==> config.mk <==
export PLATFORM = sky130hd
export DESIGN_NAME = bisection_wb_regs
export DESIGN_NICKNAME = d
export VERILOG_FILES = /design/src/rtl/bisection_wb_regs.sv
export SDC_FILE = /design/constraint.sdc
export NUM_CORES = 1
export LEC_CHECK = 0
export CORE_MARGIN = 1.5
export CORE_UTILIZATION = 45
export CTS_CLUSTER_SIZE = 25
export DETAILED_ROUTE_END_ITERATION = 8
export GPL_TIMING_DRIVEN = 0
export MAX_ROUTING_LAYER = met4
export PLACE_DENSITY = 0.87
export SLEW_MARGIN = 20
export SYNTH_ARGS = -nofsm -noshare
export SYNTH_HDL_FRONTEND = slang
export SYNTH_SLANG_ARGS = --single-unit
export TNS_END_PERCENT = 100
==> constraint.sdc <==
create_clock -name clk -period 2.06 [get_ports clk]
set_input_delay 0.412 -clock clk [delete_from_list [all_inputs] [get_ports clk]]
set_output_delay 0.412 -clock clk [all_outputs]
set_load 0.005 [all_outputs]
==> src/rtl/bisection_wb_regs.sv <==
// Wishbone classic register block for the bisection root-finder core: coefficient load,
// start/settle/capture sequencing, done/overrun status and an optional done interrupt.
module bisection_wb_regs #(
    parameter logic [31:0] BASE_ADDR     = 32'h3000_0000,
    parameter int          SETTLE_CYCLES = 64,
    parameter int          CNT_W         = 16
) (
    input  logic        clk,
    input  logic        reset,
    input  logic        wbs_cyc_i,
    input  logic        wbs_stb_i,
    input  logic        wbs_we_i,
    input  logic [3:0]  wbs_sel_i,
    input  logic [31:0] wbs_adr_i,
    input  logic [31:0] wbs_dat_i,
    output logic        wbs_ack_o,
    output logic [31:0] wbs_dat_o,
    output logic        core_rst,
    output logic [15:0] core_z,
    input  logic [19:0] core_alpha,
    output logic        irq
);

    typedef enum logic [1:0] {
        ST_IDLE = 2'd0,
        ST_RUN  = 2'd1,
        ST_CAPT = 2'd2
    } state_t;

    localparam logic [CNT_W-1:0] CNT_LAST = CNT_W'(SETTLE_CYCLES - 1);

    state_t            state_q, state_d;
    logic [CNT_W-1:0]  cnt_q, cnt_d;
    logic              ack_q, ack_d;
    logic [31:0]       dat_q, dat_d;
    logic [15:0]       coef_q, coef_d;
    logic              irq_en_q, irq_en_d;
    logic              done_q, done_d;
    logic              overrun_q, overrun_d;
    logic [19:0]       result_q, result_d;

    logic              req;
    logic              addr_hit;
    logic [1:0]        reg_idx;
    logic              wr_commit;
    logic              busy;
    logic              idle;
    logic [31:0]       rd_data;
    logic              unused_bits;

    assign unused_bits = ^{wbs_sel_i[3:2], wbs_dat_i[31:16]};

    assign req       = wbs_cyc_i & wbs_stb_i & ~ack_q;
    assign addr_hit  = (wbs_adr_i[31:4] == BASE_ADDR[31:4]) && (wbs_adr_i[1:0] == 2'b00);
    assign reg_idx   = wbs_adr_i[3:2];
    // Writes use the address/data the master still holds during the ack cycle.
    assign wr_commit = ack_q & wbs_cyc_i & wbs_stb_i & wbs_we_i & addr_hit;
    assign busy      = (state_q == ST_RUN);
    assign idle      = (state_q == ST_IDLE);

    assign wbs_ack_o = ack_q;
    assign wbs_dat_o = dat_q;
    // Core stays running through the capture cycle so alpha is still valid when sampled.
    assign core_rst  = idle;
    assign core_z    = coef_q;
    assign irq       = done_q & irq_en_q;

    always_comb begin
        rd_data = '0;
        case (reg_idx)
            2'd0:    rd_data = {16'd0, coef_q};
            2'd1:    rd_data = {30'd0, irq_en_q, 1'b0};
            2'd2:    rd_data = {29'd0, overrun_q, done_q, busy};
            default: rd_data = {12'd0, result_q};
        endcase
    end

    always_comb begin
        state_d   = state_q;
        cnt_d     = cnt_q;
        coef_d    = coef_q;
        irq_en_d  = irq_en_q;
        done_d    = done_q;
        overrun_d = overrun_q;
        result_d  = result_q;
        ack_d     = req;
        dat_d     = '0;

        if (req && !wbs_we_i && addr_hit) begin
            dat_d = rd_data;
        end

        if (wr_commit) begin
            case (reg_idx)
                2'd0: begin
                    if (!busy) begin
                        if (wbs_sel_i[0]) coef_d[7:0]  = wbs_dat_i[7:0];
                        if (wbs_sel_i[1]) coef_d[15:8] = wbs_dat_i[15:8];
                    end
                end
                2'd1: begin
                    if (wbs_sel_i[0]) begin
                        irq_en_d = wbs_dat_i[1];
                        if (wbs_dat_i[0]) begin
                            if (idle) begin
                                state_d = ST_RUN;
                                cnt_d   = '0;
                                done_d  = 1'b0;
                            end else begin
                                overrun_d = 1'b1;
                            end
                        end
                    end
                end
                2'd2: begin
                    if (wbs_sel_i[0]) begin
                        if (wbs_dat_i[1]) done_d    = 1'b0;
                        if (wbs_dat_i[2]) overrun_d = 1'b0;
                    end
                end
                default: ;
            endcase
        end

        // Evaluated after the bus write so a capture beats a same-cycle DONE clear.
        case (state_q)
            ST_RUN: begin
                if (cnt_q == CNT_LAST) begin
                    state_d = ST_CAPT;
                end else begin
                    cnt_d = cnt_q + 1'b1;
                end
            end
            ST_CAPT: begin
                result_d = core_alpha;
                done_d   = 1'b1;
                state_d  = ST_IDLE;
            end
            default: ;
        endcase
    end

    always_ff @(posedge clk or negedge reset) begin
        if (!reset) begin
            state_q   <= ST_IDLE;
            cnt_q     <= '0;
            ack_q     <= 1'b0;
            dat_q     <= '0;
            coef_q    <= '0;
            irq_en_q  <= 1'b0;
            done_q    <= 1'b0;
            overrun_q <= 1'b0;
            result_q  <= '0;
        end else begin
            state_q   <= state_d;
            cnt_q     <= cnt_d;
            ack_q     <= ack_d;
            dat_q     <= dat_d;
            coef_q    <= coef_d;
            irq_en_q  <= irq_en_d;
            done_q    <= done_d;
            overrun_q <= overrun_d;
            result_q  <= result_d;
        end
    end

endmodule

==> run summary, run 1 <==
Result of the run = finished clean
Syn Area/Cell = 11.7 um^2
Synth top area share = 50.5%
Routed vias = 3315
Post-DR vias/cell = 5.75
Cells after synthesis = 331
Endpoint class of the critical path = register
Slew headroom = 56.4%
Final Skew = 0.00819 ns
GR Overflow Total = 0
Drt wl/cell = 18.0 um
Post-synth EDFFs = 0
Drt first pass iters = 4
Max incr delay on CP = 0.44 ns
Dpl hpwl = 7350 um
Core Area = 8260 um^2
Layout cell share with drive strength beyond 1 = 19.5%
Worst Max-Slew Pin Slew = 0.654 ns
Start point of the critical path = wbs_adr_i[21]
Setup-failing EPs final = 0
Critical path class = primary input to register
Setup WS pre-CTS = -0.529 ns
Final Cycle Share = 97.2%
Clock buffer depth = 2
Lkg Pwr = 2.40 nW
GP Congestion = 0.886
Row count = 33
Layout Cells excl Fill = 577
Die area = 9160 um^2
Largest net degree at the start of global routing = 58
Ys Warns = 0
# placed instances = 559
Worst-Skew Late Latency = 0.36 ns
Root buffer cell = clkbuf_8
#FFs+latches synth = 78
Final design utilization = 65.9%
Async S/R FF share, synth = 100%
Routed WL = 10400 um
Final max-slew violation count = 0
Sequential-to-total area share from yosys stat = 50.5%
H-tree Lvls = 3
Power Density = 512 nW/um^2
WP data arrival = 2.25 ns
Inserted Diodes = 0
Ordered cell list for the critical path = clkdlybuf4s50_1 > nor4_4 > nand4_4 > nor3_4 > buf_12 > mux2_2
Hold_ws = 0.484 ns
Slowest CP cell = clkdlybuf4s50_1
R2r setup slk = 0.12 ns
Area Growth Syn to Fin = 40.7%
Die Wd = 95.7 um
Die height = 95.7 um
WP data required = 2.30 ns
Post-synth cell types = 50
Fmax = 0.499 GHz
Synthesized cell area = 3870 um^2
Worst hold path type = primary input to async pin
Clock transition at path regs = 0.08 ns
Most frequent cells after synthesis = dfrtp_1 (78), mux2_2 (29), nor2_1 (23)
First-pass GRT wire length = 16600 um
Initial Util = 46.8%
Dominant synthesized flop cell = dfrtp_1
Pwr Total = 2.79 mW
Filler instances = 591
Fin crit period = 2.00 ns
Initial antenna violation count = 0
FF-to-FF Start = state_q[1]$_DFF_PN0_
Worst-case vdd ir drop = 0.511 mV
Most common cell in the netlist = dfrtp_1
DRC Markers = 0
Initial DRC Count = 259
Nets = 565
Largest cells by area after synthesis = dfrtp_1 (50%), mux2_2 (8.4%), nor4_4 (3.3%)
Maxcap violations = 0
Post-route worst setup slack = 0.0576 ns
Critical path fanouts, max = 9
CTS tree = done
Clk sinks = 78
Antenna Violating Nets Remaining = 0
I/O pin cnt = 144
Vias in the first global route = 3406
Fin. Hold Viols = 0
GRT Util Overall = 24.7%
TritonCTS Buffers = 9
Quantity of I/O buffers inserted on ports = 111
Crit path launch type = primary input
Most area-hungry cell type in the Yosys netlist = dfrtp_1
-- registers in the layout (all words and copies together), names as in the netlist --
signal and count:
state_q 2, done_q 1, core_z 16, wbs_ack_o 1, result_q 20, wbs_dat_o 20
cnt_q 16, overrun_q 1, irq_en_q 1
-- critical path: cells and delay by family --
family	cells	cell delay, ns
and+or+nand+nor	3	0.89
muxes	1	0.34
buffers and inverters	2	0.60
-- cell families after synthesis --
kind of cell	share of synthesized area, %
multiplexers	12.6
AO/OA/AOI/OAI	9.80
AND/OR/NAND/NOR	20.0
buffers and inverters	4.59
XOR/XNOR	1.13
other	0.0969
flip-flops	50.5
adder cells (fa/ha/maj)	1.29
-- layer usage --
metal | GRT usage, % | vias up | wire length, um
li1 | - | 1488 | -
met1 | 28.5 | 1621 | 4020
met2 | 42.4 | 185 | 5320
met3 | 5.13 | 21 | 794
met4 | 8.95 | 0 | 230
met5 | - | - | 0
-- worst paths after layout --
path / to / cells past startpoint
worst max-delay path: core_z[13]$_DFFE_PN0P_ / 6
worst min-delay path: wbs_dat_o[19]$_DFF_PN0_ / 2
worst max register to register: core_z[13]$_DFFE_PN0P_ / 7
worst min register to register: wbs_ack_o$_DFF_PN0_ / 1
max in group asynchronous: cnt_q[9]$_DFF_PN0_ / 3
min in group clk: wbs_ack_o$_DFF_PN0_ / 1
-- cells in the final DEF (no fill, tap or decap), drive strengths merged, types with 3 or more instances in the layout --
cell           count
inv                8
nor2              23
dfrtp             78
a22oi             14
clkinv             3
and3               6
ha                 4
nand2             10
nand4b             4
and4               4
nand3             12
o22ai              6
o31ai              3
nand4             15
clkdlybuf4s50    110
mux2              37
clkbuf            21
o211ai             5
and2               3
o21ai             13
nor3              12
conb              12
nor4              12
buf               20
a21oi              4
xnor2              4
or4                3
-- metrics by stage --
stage / area [um^2] / setup TNS (ns)
floorplan: 3910 / 0
global placement: 5150 / -175.63
detailed placement: 5180 / -17.48
CTS: 5400 / 0
global route: 5440 / -0.00504
finish: 5440 / 0
-- report_power, final --
part	internal [mW]	total (mW)	switching, mW
clock network	0.428	0.993	0.565
registers	1.53	1.53	0.00119
logic	0.157	0.263	0.106
-- final cells by class --
| type | instances | area [um^2] | share of cell area (%) |
|---|---|---|---|
| clock buffers | 9 | 124 | 2.28 |
| flip-flops and latches | 78 | 1950 | 35.9 |
| well taps | 105 | 131 | 2.41 |
| clock inverters | 6 | 38.8 | 0.713 |
| multi-input cells | 229 | 1820 | 33.5 |
| plain buffers | 27 | 154 | 2.83 |
| inverters | 7 | 26.3 | 0.483 |
| repair buffers | 116 | 1190 | 21.9 |
-- repair_timing --
item,in CTS,in global routing
hold buffers,1,0
buffers inserted,2,1
endpoints found under the hold margin,21,0
endpoints found under the setup margin,27,35
pin swaps,3,2
resized for setup,3,12
gates cloned,0,0
Note: power is estimated with default switching activity, not from simulation.
==> run 2, diff against run 1 <==
--- a/config.mk
+++ b/config.mk
@@ -7,6 +7,7 @@
 export LEC_CHECK = 0
 export CORE_MARGIN = 1.5
 export CORE_UTILIZATION = 45
+export CTS_CLUSTER_DIAMETER = 80
 export CTS_CLUSTER_SIZE = 25
 export DETAILED_ROUTE_END_ITERATION = 8
 export GPL_TIMING_DRIVEN = 0
==> results of run 2 <==
The final DEF is identical to that of run 1; final timing and power are the same.
